==> src/rtl/fifo_read_streamer_if.sv <==
// fifo_read_streamer_if
//   Bundles the two handshakes of the FIFO read streamer: the synchronous
//   FIFO read port and the outgoing valid/ready stream.
//   master : the streamer (drives fifo_rd, m_data, m_valid)
//   slave  : the environment (FIFO + downstream sink)
//   Signals:
//     fifo_empty  FIFO empty flag
//     fifo_rd     FIFO pop request
//     fifo_dout   FIFO read data, valid the cycle after an accepted pop
//     m_data      stream data
//     m_valid     stream valid
//     m_ready     stream ready
interface fifo_read_streamer_if #(
  parameter int DATA_WIDTH = 8
);
  logic                  fifo_empty;
  logic                  fifo_rd;
  logic [DATA_WIDTH-1:0] fifo_dout;
  logic [DATA_WIDTH-1:0] m_data;
  logic                  m_valid;
  logic                  m_ready;

  modport master (
    input  fifo_empty, fifo_dout, m_ready,
    output fifo_rd, m_data, m_valid
  );

  modport slave (
    output fifo_empty, fifo_dout, m_ready,
    input  fifo_rd, m_data, m_valid
  );
endinterface

==> src/rtl/fifo_read_streamer.sv <==
// fifo_read_streamer
//   Pops a programmed number of words from a FIFO with a one-cycle read
//   latency and presents them on a valid/ready stream. A 2-entry skid buffer
//   holds words that have come out of the FIFO but not yet been accepted
//   downstream, so the block runs at one word per cycle and never overruns
//   under backpressure.
//   Ports:
//     clk        system clock, rising edge
//     rst_n      asynchronous reset, active low
//     start      begin a burst (only honoured while idle)
//     burst_len  number of words to read, captured with start
//     bus        FIFO read port + output stream (master modport)
//     rd_count   words handshaked in the current burst
//     busy       high whenever a burst is in progress
//     done       one-cycle pulse when a burst has fully drained
module fifo_read_streamer #(
  parameter int DATA_WIDTH = 8,
  parameter int ADDR_WIDTH = 5
) (
  input  logic                  clk,
  input  logic                  rst_n,
  input  logic                  start,
  input  logic [ADDR_WIDTH:0]   burst_len,
  fifo_read_streamer_if.master  bus,
  output logic [ADDR_WIDTH:0]   rd_count,
  output logic                  busy,
  output logic                  done
);

  typedef enum logic [1:0] {IDLE, RUN, DRAIN, DONE} state_t;

  localparam logic [ADDR_WIDTH:0] CNT_ONE = {{ADDR_WIDTH{1'b0}}, 1'b1};

  state_t                state_q, state_d;
  logic [ADDR_WIDTH:0]   burst_q, burst_d;
  logic [ADDR_WIDTH:0]   issued_q, issued_d;
  logic [ADDR_WIDTH:0]   rd_count_q, rd_count_d;
  logic [DATA_WIDTH-1:0] skid0_q, skid0_d;
  logic [DATA_WIDTH-1:0] skid1_q, skid1_d;
  logic [1:0]            occ_q, occ_d;
  logic                  inflight_q, inflight_d;

  logic                  pop;
  logic                  push;
  logic                  rd_en;
  logic [2:0]            fill;

  // Pop request: only in RUN, never into an empty FIFO, and only when the
  // words already held or on their way (minus the one leaving this cycle)
  // leave room for one more in the skid.
  always_comb begin
    pop   = (occ_q != 2'd0) && bus.m_ready;
    push  = inflight_q;
    fill  = {1'b0, occ_q} + {2'b00, inflight_q} - {2'b00, pop};
    rd_en = (state_q == RUN) && !bus.fifo_empty && (fill < 3'd2);
  end

  // Skid buffer: skid0 is the head shown on m_data, skid1 the second entry.
  // Data returned by the FIFO is appended at the tail; a handshake shifts
  // the head out. Push and pop may happen in the same cycle.
  always_comb begin
    skid0_d    = skid0_q;
    skid1_d    = skid1_q;
    occ_d      = occ_q;
    inflight_d = rd_en;
    case ({push, pop})
      2'b10: begin
        if (occ_q == 2'd0) skid0_d = bus.fifo_dout;
        else               skid1_d = bus.fifo_dout;
        occ_d = occ_q + 2'd1;
      end
      2'b01: begin
        skid0_d = skid1_q;
        occ_d   = occ_q - 2'd1;
      end
      2'b11: begin
        if (occ_q == 2'd1) begin
          skid0_d = bus.fifo_dout;
        end else begin
          skid0_d = skid1_q;
          skid1_d = bus.fifo_dout;
        end
      end
      default: ;
    endcase
  end

  // Burst sequencing. RUN leaves for DRAIN on the edge that issues the last
  // pop; DRAIN waits until nothing is held or in flight after the edge.
  always_comb begin
    state_d    = state_q;
    burst_d    = burst_q;
    issued_d   = issued_q;
    rd_count_d = pop ? rd_count_q + CNT_ONE : rd_count_q;
    case (state_q)
      IDLE: begin
        if (start) begin
          burst_d    = burst_len;
          issued_d   = '0;
          rd_count_d = '0;
          state_d    = (burst_len == '0) ? DONE : RUN;
        end
      end
      RUN: begin
        if (rd_en) begin
          issued_d = issued_q + CNT_ONE;
          if (issued_d == burst_q) state_d = DRAIN;
        end
      end
      DRAIN: begin
        if ((occ_d == 2'd0) && !inflight_d) state_d = DONE;
      end
      DONE: begin
        state_d = IDLE;
      end
    endcase
  end

  always_ff @(posedge clk or negedge rst_n) begin
    if (!rst_n) begin
      state_q    <= IDLE;
      burst_q    <= '0;
      issued_q   <= '0;
      rd_count_q <= '0;
      skid0_q    <= '0;
      skid1_q    <= '0;
      occ_q      <= 2'd0;
      inflight_q <= 1'b0;
    end else begin
      state_q    <= state_d;
      burst_q    <= burst_d;
      issued_q   <= issued_d;
      rd_count_q <= rd_count_d;
      skid0_q    <= skid0_d;
      skid1_q    <= skid1_d;
      occ_q      <= occ_d;
      inflight_q <= inflight_d;
    end
  end

  assign bus.fifo_rd = rd_en;
  assign bus.m_valid = (occ_q != 2'd0);
  assign bus.m_data  = skid0_q;
  assign rd_count    = rd_count_q;
  assign busy        = (state_q != IDLE);
  assign done        = (state_q == DONE);

endmodule

==> src/flat_wrapper.sv <==
// flat-port wrapper written by rule: the top's interface ports become plain ports
module fifo_read_streamer_flat 
#(
  parameter int DATA_WIDTH = 8,
  parameter int ADDR_WIDTH = 5
)
  (clk, rst_n, start, burst_len, rd_count, busy, done, bus_fifo_empty, bus_fifo_dout, bus_m_ready, bus_fifo_rd, bus_m_data, bus_m_valid);
  fifo_read_streamer_if #(.DATA_WIDTH(DATA_WIDTH)) bus_i ();
  input  logic clk;
  input  logic rst_n;
  input  logic start;
  input  logic [ADDR_WIDTH:0] burst_len;
  output logic [ADDR_WIDTH:0] rd_count;
  output logic busy;
  output logic done;
  input wire logic [$bits(bus_i.fifo_empty)-1:0] bus_fifo_empty;
  input wire logic [$bits(bus_i.fifo_dout)-1:0] bus_fifo_dout;
  input wire logic [$bits(bus_i.m_ready)-1:0] bus_m_ready;
  output wire logic [$bits(bus_i.fifo_rd)-1:0] bus_fifo_rd;
  output wire logic [$bits(bus_i.m_data)-1:0] bus_m_data;
  output wire logic [$bits(bus_i.m_valid)-1:0] bus_m_valid;
  assign bus_i.fifo_empty = bus_fifo_empty;
  assign bus_i.fifo_dout = bus_fifo_dout;
  assign bus_i.m_ready = bus_m_ready;
  assign bus_fifo_rd = bus_i.fifo_rd;
  assign bus_m_data = bus_i.m_data;
  assign bus_m_valid = bus_i.m_valid;
  fifo_read_streamer #(.DATA_WIDTH(DATA_WIDTH), .ADDR_WIDTH(ADDR_WIDTH)) u_core (.clk(clk), .rst_n(rst_n), .start(start), .burst_len(burst_len), .bus(bus_i), .rd_count(rd_count), .busy(busy), .done(done));
endmodule
==> config.mk <==
export PLATFORM = sky130hd
export DESIGN_NAME = fifo_read_streamer_flat
export DESIGN_NICKNAME = d
export VERILOG_FILES = /design/src/rtl/fifo_read_streamer_if.sv /design/src/rtl/fifo_read_streamer.sv /design/src/flat_wrapper.sv
export SDC_FILE = /design/constraint.sdc
export NUM_CORES = 1
export LEC_CHECK = 0
export BUFFER_PORTS_ARGS = -buffer_cell sky130_fd_sc_hd__buf_2
export CAP_MARGIN = 20
export CORE_UTILIZATION = 57
export CTS_BUF_LIST = sky130_fd_sc_hd__clkbuf_8
export DETAILED_ROUTE_END_ITERATION = 16
export GPL_TIMING_DRIVEN = 0
export PLACE_DENSITY = 0.81
export SYNTH_ARGS = -nofsm -noshare
export SYNTH_HDL_FRONTEND = slang
export SYNTH_SLANG_ARGS = --single-unit
==> constraint.sdc <==
create_clock -name clk -period 4.15 [get_ports clk]
set_input_delay 0.415 -clock clk [delete_from_list [all_inputs] [get_ports clk]]
set_output_delay 0.415 -clock clk [all_outputs]
set_load 0.05 [all_outputs]
==> run summary, run 1 <==
After clock tree synthesis, the setup repair step added 0 buffers. The clock-pin slew reported for the worst setup and hold paths after clock tree synthesis is roughly 0.070 ns. In this run the worst setup path begins at u_core.occ_q[1]. The hold buffer count at CTS came out at 0. VDD sags by at most between 400 and 500 uV.

The initial standard-cell utilization of the core is about three fifths. The internal power contribution is slightly above 1 mW. The total iterations of the first detailed-routing run came out at 4.

The maximum count of clock buffers along a single path is 2. The number of buffers inserted by port buffering came out at 36. The clock sink total is 39. The die outline height came out at ~62 um. The number of antenna-violating nets in the routed design came out at 0. The number of pins exceeding their max-slew limit in the final report came to 0. Of the total power, the share spent switching nets is 46.9%. The number of antenna violations at the first check in global routing came out at 0. The number of nets produced by synthesis came out at between 200 and 250. The total met3 wirelength after detailed routing came out at 135 um.

The worst setup path is launched from a register. The clock root buffer master is sky130_fd_sc_hd__clkbuf_8. The synthesized flop and latch total came out at 39. The routed wire length per instance is approximately 14 um. The synthesized-area fraction occupied by and/or/nand/nor cells is about 16%. After Yosys synthesis, full adders, half adders and majority gates account for slightly above 8% of the synthesized area.

The post-route clock period utilization is 85.0%. The number of max-cap violations came out at 0. The number of buffers created by CTS is 5. The width of the die came out at between 60 and 70 um. Detailed routing placed a total of 1.92 mm of wire on met2. The total congestion overflow came out at 0.

The most used flip-flop cell after synthesis is sky130_fd_sc_hd__dfrtp_1. The synthesized netlist occupies a cell area of approximately 0.0021 mm2. The sum of routed wire length over all layers came out at between 4 and 5 mm. The number of warnings issued by yosys came out at 0.

The wire length of the first global-routing pass is 7.14 mm. The required time of the critical path is about 3.7 ns. The row count is 21. The total routed wire length on the met1 layer came out at 1.91 mm. Combinational logic burns between 50 and 60% of the power. By area, the combinational part of the netlist is dominated by simple AND/OR/NAND/NOR gates. The post-route DRC violation count came out at 0. STA classifies the critical path endpoint as an output pin. The final-layout setup total negative slack is 0 ns. The slew at the pin with the worst max-slew slack came out at ~0.85 ns.

The count of cell types in the netlist came out at 48. The area fraction in compound gates after synthesis is 14.9%. The fraction of the yosys area taken by sequential cells came out at 46.9%. The share of post-route cells with drive strength above 1 came out at between 20% and 30%.

The first routing iteration left 64 violations. Data on the critical path arrives at its endpoint at slightly above 3 ns. The final-report hold violation count came out at 0. Post-CTS repair changed the size of 0 cells. Entering global routing, the biggest net connects 40 pins. The worst clock skew came out at 0.00683 ns. The vias after detailed routing is ~1600. The highest net fanout along the worst path is 10. Setup repair after global routing left no endpoint under its margin. The detail-routed via count per cell came out at 5.43. In this run the power spent charging and discharging nets is between 0.9 and 1 mW. Global routing consumed, over all layers together, 23.5% of the routing resources. The portion of netlist area occupied by mux cells came out at 6.25%. The number of nets at the end of the flow is roughly 280. In this run the critical register-to-register path is launched from u_core.occ_q[1]. The synthesis-to-finish area growth is 16.2%.

Of the total power, registers draw 32.8%. The HPWL after detailed placement is between 3 and 4 mm. The total setup violations reported at the end of the flow is 0. The worst relative slew slack came out at 43.1%. The placeable core region is 0.00342 mm2. The path class of the tightest hold or removal check is input port to async pin. The run finished with clean final reports. The number of instances in the synthesized netlist came out at 207. In this run the top signal layer used is met4. The filler cell count in the final layout came out at 291. The total number of H-tree levels is 2.

The peak clock frequency supported by timing came out at about 0.28 GHz. The xor/xnor share of the synthesized area is roughly 4.6%. In this run, synthesis inferred 0 flip-flops with an integrated enable. TritonCTS built the clock tree.

The setup slack on the worst flop-to-flop path is just over 0.8 ns. The later pin in the worst-skew pair is clocked with a latency of roughly 0.29 ns. The worst hold-check slack is approximately 0.21 ns. The reported leakage power came out at about 1.2 nW.

Each instance of the synthesized netlist takes up on average between 10 and 15 um2. The worst setup path is of the register to output pin kind. The I/O pin count is 37. The power density normalized to cell area came out at approximately 800 mW/mm2.

The clock period could shrink to around 3.5 ns. 0 antenna diodes ended up in the layout. The share of async-settable or async-resettable flops after synthesis is 100%. The clock network burns 14.2% of the power. The via count of the first global-routing pass came out at 1592. The area enclosed by the die boundary came out at 0.00390 mm2. The path depth of the worst reg2reg path came out at 12. At the end of routability-driven placement, the weighted congestion stood at ~0.84.
-- kinds of logic after synthesis --
kind of cell,after synthesis
AND/OR/NAND/NOR,70
adder cells (fa/ha/maj),13
flip-flops,39
XOR/XNOR,11
multiplexers,12
buffers and inverters,17
AO/OA/AOI/OAI,45
-- state kept, by name, summed over array words and instances, names as in the netlist --
name               cells
u_core.occ_q           2
u_core.bus.m_data      8
u_core.rd_count        6
u_core.burst_q         6
u_core.inflight_q      1
u_core.skid1_q         8
u_core.issued_q        6
u_core.state_q         2
-- cell usage in the layout (no fill, tap or decap), types with 2 or more instances in the layout --
cell type	Yosys	routed
sky130_fd_sc_hd__buf_2	3	39
sky130_fd_sc_hd__dfrtp_1	39	39
sky130_fd_sc_hd__nand2_1	35	35
sky130_fd_sc_hd__o21ai_1	16	16
sky130_fd_sc_hd__ha_1	12	12
sky130_fd_sc_hd__nor2_1	11	11
sky130_fd_sc_hd__inv_1	8	9
sky130_fd_sc_hd__mux2_1	8	8
sky130_fd_sc_hd__a22oi_1	8	8
sky130_fd_sc_hd__clkbuf_8	0	7
sky130_fd_sc_hd__xor2_1	6	6
sky130_fd_sc_hd__xnor2_1	5	5
sky130_fd_sc_hd__mux2i_1	4	4
sky130_fd_sc_hd__nand2b_1	4	4
sky130_fd_sc_hd__a21oi_1	4	4
sky130_fd_sc_hd__clkbuf_1	3	3
sky130_fd_sc_hd__nand3_1	3	3
sky130_fd_sc_hd__o21ai_0	2	2
sky130_fd_sc_hd__inv_2	2	2
sky130_fd_sc_hd__nand4_1	2	2
sky130_fd_sc_hd__a21o_1	2	2
sky130_fd_sc_hd__and2_2	2	2
sky130_fd_sc_hd__o31ai_2	2	2
-- per-layer routing --
layer / vias to the layer above / GRT usage, %
met1: 767 / 31.1
li1: 801 / -
met2: 35 / 37.6
met3: 9 / 4.93
met5: - / 0
met4: 0 / 9.59
-- worst max-delay path, cell delays in order (launching register included) --
cell and delay, ns:
sky130_fd_sc_hd__dfrtp_1 0.44, sky130_fd_sc_hd__inv_1 0.08, sky130_fd_sc_hd__ha_1 0.24, sky130_fd_sc_hd__nor2b_1 0.11
sky130_fd_sc_hd__buf_2 0.23, sky130_fd_sc_hd__ha_1 0.26, sky130_fd_sc_hd__nand2b_1 0.15, sky130_fd_sc_hd__fa_1 0.38
sky130_fd_sc_hd__xor2_1 0.16, sky130_fd_sc_hd__nor3_2 0.41, sky130_fd_sc_hd__buf_2 0.35
-- cell usage after synthesis (3+ instances only) --
master                     instances  area share [%]
sky130_fd_sc_hd__o21ai_1          16             3.8
sky130_fd_sc_hd__ha_1             12             7.2
sky130_fd_sc_hd__xor2_1            6             2.5
sky130_fd_sc_hd__mux2i_1           4             1.9
sky130_fd_sc_hd__nand2b_1          4             1.2
sky130_fd_sc_hd__a21oi_1           4            0.96
sky130_fd_sc_hd__buf_2             3            0.72
sky130_fd_sc_hd__nor2_1           11             2.0
sky130_fd_sc_hd__nand3_1           3            0.72
sky130_fd_sc_hd__xnor2_1           5             2.1
sky130_fd_sc_hd__clkbuf_1          3            0.54
sky130_fd_sc_hd__mux2_1            8             4.3
sky130_fd_sc_hd__dfrtp_1          39              47
sky130_fd_sc_hd__nand2_1          35             6.3
sky130_fd_sc_hd__inv_1             8             1.4
sky130_fd_sc_hd__a22oi_1           8             2.9
-- path summary, 6_finish.rpt --
path | end
min reg2reg | u_core.bus.m_data[7]
max | bus_fifo_rd
min | u_core.issued_q[3]
min in group clk | u_core.burst_q[2]
max reg2reg | u_core.issued_q[3]
max in group asynchronous | u_core.rd_count[1]
-- layout make-up --
class / count / area [um2] / area share, %
plain buffers: 7 / 30.0 / 1.24
clock inverters: 1 / 3.75 / 0.155
repair buffers: 36 / 180 / 7.45
clock buffers: 7 / 96.3 / 3.98
multi-input cells: 151 / 1040 / 42.9
flip-flops and latches: 39 / 976 / 40.4
well taps: 46 / 57.6 / 2.38
inverters: 10 / 37.5 / 1.55
-- power groups by stage --
stage	clock network (mW)	logic (mW)	registers (mW)
6_report	0.276	1.02	0.636
2_1_floorplan	0	0.662	0.779
3_3_place_gp	0	1.00	0.635
5_1_grt	0.300	1.13	0.656
3_5_place_dp	0	1.03	0.643
4_1_cts	0.281	1.03	0.635
-- metrics by stage --
stage	worst slack (ns)	cells	area (um2)	utilization, %	power [mW]
2_1_floorplan	0.580	207	2080	-	1.44
3_3_place_gp	0.886	289	2320	67.9	1.64
3_5_place_dp	0.847	289	2320	67.9	1.67
4_1_cts	0.616	297	2420	70.8	1.95
5_1_grt	0.421	297	2420	70.8	2.09
6_report	0.623	297	2420	70.8	1.94
No activity file was read; power rests on OpenSTA's default activity.
==> run 2: changes to the inputs <==
==> constraint.sdc (replaced) <==
create_clock -name clk -period 3.65 [get_ports clk]
set_input_delay 0.365 -clock clk [delete_from_list [all_inputs] [get_ports clk]]
set_output_delay 0.365 -clock clk [all_outputs]
set_load 0.05 [all_outputs]
==> run 2 against run 1 <==
Net effect: via count increased by 0.12%; die area unchanged; clock-buffer cell count unchanged; critical path depth unchanged; power increased by 14%; final cell count unchanged; utilization increased by 0.18 points; sequential share of layout area decreased by 0.10 points; largest power group unchanged; clock skew about the same; flip-flop and latch count unchanged; design area increased by 0.26%.
==> run summary, run 2 (synthesized netlist as in run 1, its figures left out) <==
The peak clock frequency supported by timing is between 0.2 and 0.3 GHz. For the worst setup path, the data arrival time is approximately 3 ns. The total number of H-tree levels is 2. The final-report hold violation count came out at 0. The number of DRC violations after detailed-routing iteration 0 is between 70 and 80. The placer congestion estimate came out at between 0.8 and 0.9.

The global router's overall resource usage is a little under a quarter. TritonCTS built the clock tree. The worst path meets setup with about 0.27 ns of slack. The critical path in this run is classified as register to output pin. The final critical delay including setup and external delays came out at around 3.4 ns. The setup slack after placement came out at about 0.35 ns. The number of buffers inserted by port buffering is 36.

Setup repair after global routing left no endpoint under its margin. The highest-delay cell along the critical path is sky130_fd_sc_hd__dfrtp_1. The post-route clock period utilization came out at 92.6%. The overall power is between 2 and 2.5 mW. The worst clock skew is ~0.007 ns. The routed wire length per instance came out at 13.7 um. STA classifies the critical path startpoint as a register. The number of max-cap violations came out at 0. Data on the critical path is required at its endpoint by approximately 3.3 ns.

In this run the worst hold path is classified as input port to async pin. The placeable core region is between 0.003 and 0.004 mm2. The detail-routed via count per cell is roughly 5.4.

The die is 62.4 um wide. The number of antenna violations at the first check in global routing came out at 0. The source-to-sink clock delay at the later pin of the worst-skew pair came out at 0.29 ns. Across the VDD grid, the largest voltage drop is 519 uV. The maximum count of clock buffers along a single path came out at 2.

The total buffers and inverters traversed by the critical path is 3. The power density normalized to cell area came out at roughly 910 mW/mm2. The worst hold-check slack came out at ~0.16 ns. The first detailed-routing pass took 4 iterations. STA classifies the critical path endpoint as an output pin. The number of pins exceeding their max-slew limit in the final report came out at 0.

The vias after detailed routing is between 1500 and 2000. The final-layout setup total negative slack came out at 0 ns. The clock-pin slew reported for the worst setup and hold paths after clock tree synthesis is about 0.07 ns.

The slew at the pin with the worst max-slew slack is ~0.85 ns. The cell family contributing the most delay on the critical path is adder cells. The hold buffer count at CTS is 0. The I/O pin count came out at 37. The die outline height came out at between 60 and 70 um.

The total number of cells along the worst setup path is 10. The path depth of the worst reg2reg path is 12. The worst relative slew slack is between 40% and 50%. The highest net fanout along the worst path is 10. Buffers inserted during clock tree synthesis total 5.

The largest net degree at the start of global routing is 40. The number of antenna-violating nets in the routed design came out at 0. Leaving out fill and tap cells, the most frequent cells in the layout are 39 x sky130_fd_sc_hd__buf_2, 39 x sky130_fd_sc_hd__dfrtp_1, 35 x sky130_fd_sc_hd__nand2_1. The delay of the slowest cell on the worst path is about 0.44 ns.

The reported leakage power came out at around 1.2 nW. For this configuration, the core starts out at a cell density of roughly three fifths. After detailed routing, the number of remaining DRC violations is 0. The placed wire-length estimate came out at about 3.0 mm. The via count of the first global-routing pass was around 1600. The run finished with clean final reports. At the end of the flow, the number of nets in the layout was approximately 280. The synthesis-to-finish area growth is 16.5%.

The wire length of the first global-routing pass came out at between 7 and 8 mm. The antenna cell count is 0. In this run the clock root is driven by a sky130_fd_sc_hd__clkbuf_8. The total congestion overflow is 0. The area enclosed by the die boundary is just under 0.004 mm2. The total setup violations reported at the end of the flow is 0. The clock sink total came out at 39. The sum of routed wire length over all layers came out at slightly above 4 mm.

The utilization after layout is a little under three quarters. The row count came out at 21. The share of post-route cells with drive strength above 1 came out at approximately a quarter. Traced cell by cell, the critical path runs through inv_1, ha_1, nor2b_1, buf_2, ha_1, nand2b_1, fa_1, xor2_1, nor3_4, buf_2.
## run 2: changes by cell type in the layout (fill, tap and decap cells not counted)
cell                     change
sky130_fd_sc_hd__nor3_4      +1
sky130_fd_sc_hd__nor3_2      -1
## run 2: worst paths after layout
| kind | startpoint | endpoint | slack [ns] |
|---|---|---|---|
| min in group clk | burst_len[2] | u_core.burst_q[2] | 0.27 |
| max in group asynchronous | rst_n | u_core.rd_count[1] | 2.93 |
| min reg2reg | u_core.bus.m_data[7] | u_core.bus.m_data[7] | 0.48 |
| max reg2reg | u_core.occ_q[1] | u_core.issued_q[3] | 0.44 |
| max | u_core.occ_q[1] | bus_fifo_rd | 0.27 |
| min | rst_n | u_core.issued_q[3] | 0.16 |
## run 2: power by group
group / switching [mW] / internal (mW)
sequential: 0.122 / 0.602
combinational: 0.776 / 0.401
clock: 0.146 / 0.170
total: 1.04 / 1.17
## run 2: metrics by stage
stage,area (um2),instances
final,2420,297
after global routing,2420,297
after CTS,2420,297
after detailed placement,2320,289
after global placement,2320,289
after floorplan,2080,207
## run 2: layout make-up
| type | instances | area (um2) |
|---|---|---|
| fillers | 290 | 991 |
| multi-input cells | 151 | 1040 |
| repair buffers | 36 | 180 |
| flip-flops and latches | 39 | 976 |
| clock buffers | 7 | 96.3 |
| inverters | 10 | 37.5 |
| plain buffers | 7 | 30.0 |
| well taps | 46 | 57.6 |
| clock inverters | 1 | 3.75 |
## run 2: timing repair
| item | CTS | global route |
|---|---|---|
| endpoints found under the setup margin | 0 | 1 |
| endpoints found under the hold margin | 0 | 0 |
| buffers inserted | 0 | 0 |
| resized for setup | 0 | 1 |
## run 2: layer usage
metal | GRT usage, % | up-vias | wire (um)
li1 | - | 801 | -
met1 | 31.1 | 769 | 1910
met2 | 37.6 | 35 | 1930
met3 | 4.93 | 9 | 135
met4 | 9.59 | 0 | 82
met5 | 0 | - | 0
## run 2: worst register-to-register path: stages (launching register included)
cell	delay, ns
sky130_fd_sc_hd__dfrtp_1	0.44
sky130_fd_sc_hd__inv_1	0.09
sky130_fd_sc_hd__ha_1	0.24
sky130_fd_sc_hd__nor2b_1	0.11
sky130_fd_sc_hd__buf_2	0.23
sky130_fd_sc_hd__ha_1	0.26
sky130_fd_sc_hd__nand2b_1	0.15
sky130_fd_sc_hd__fa_1	0.38
sky130_fd_sc_hd__xor2_1	0.18
sky130_fd_sc_hd__nor3_4	0.31
sky130_fd_sc_hd__o22ai_2	0.24
sky130_fd_sc_hd__or2_4	0.31
sky130_fd_sc_hd__o31ai_2	0.18
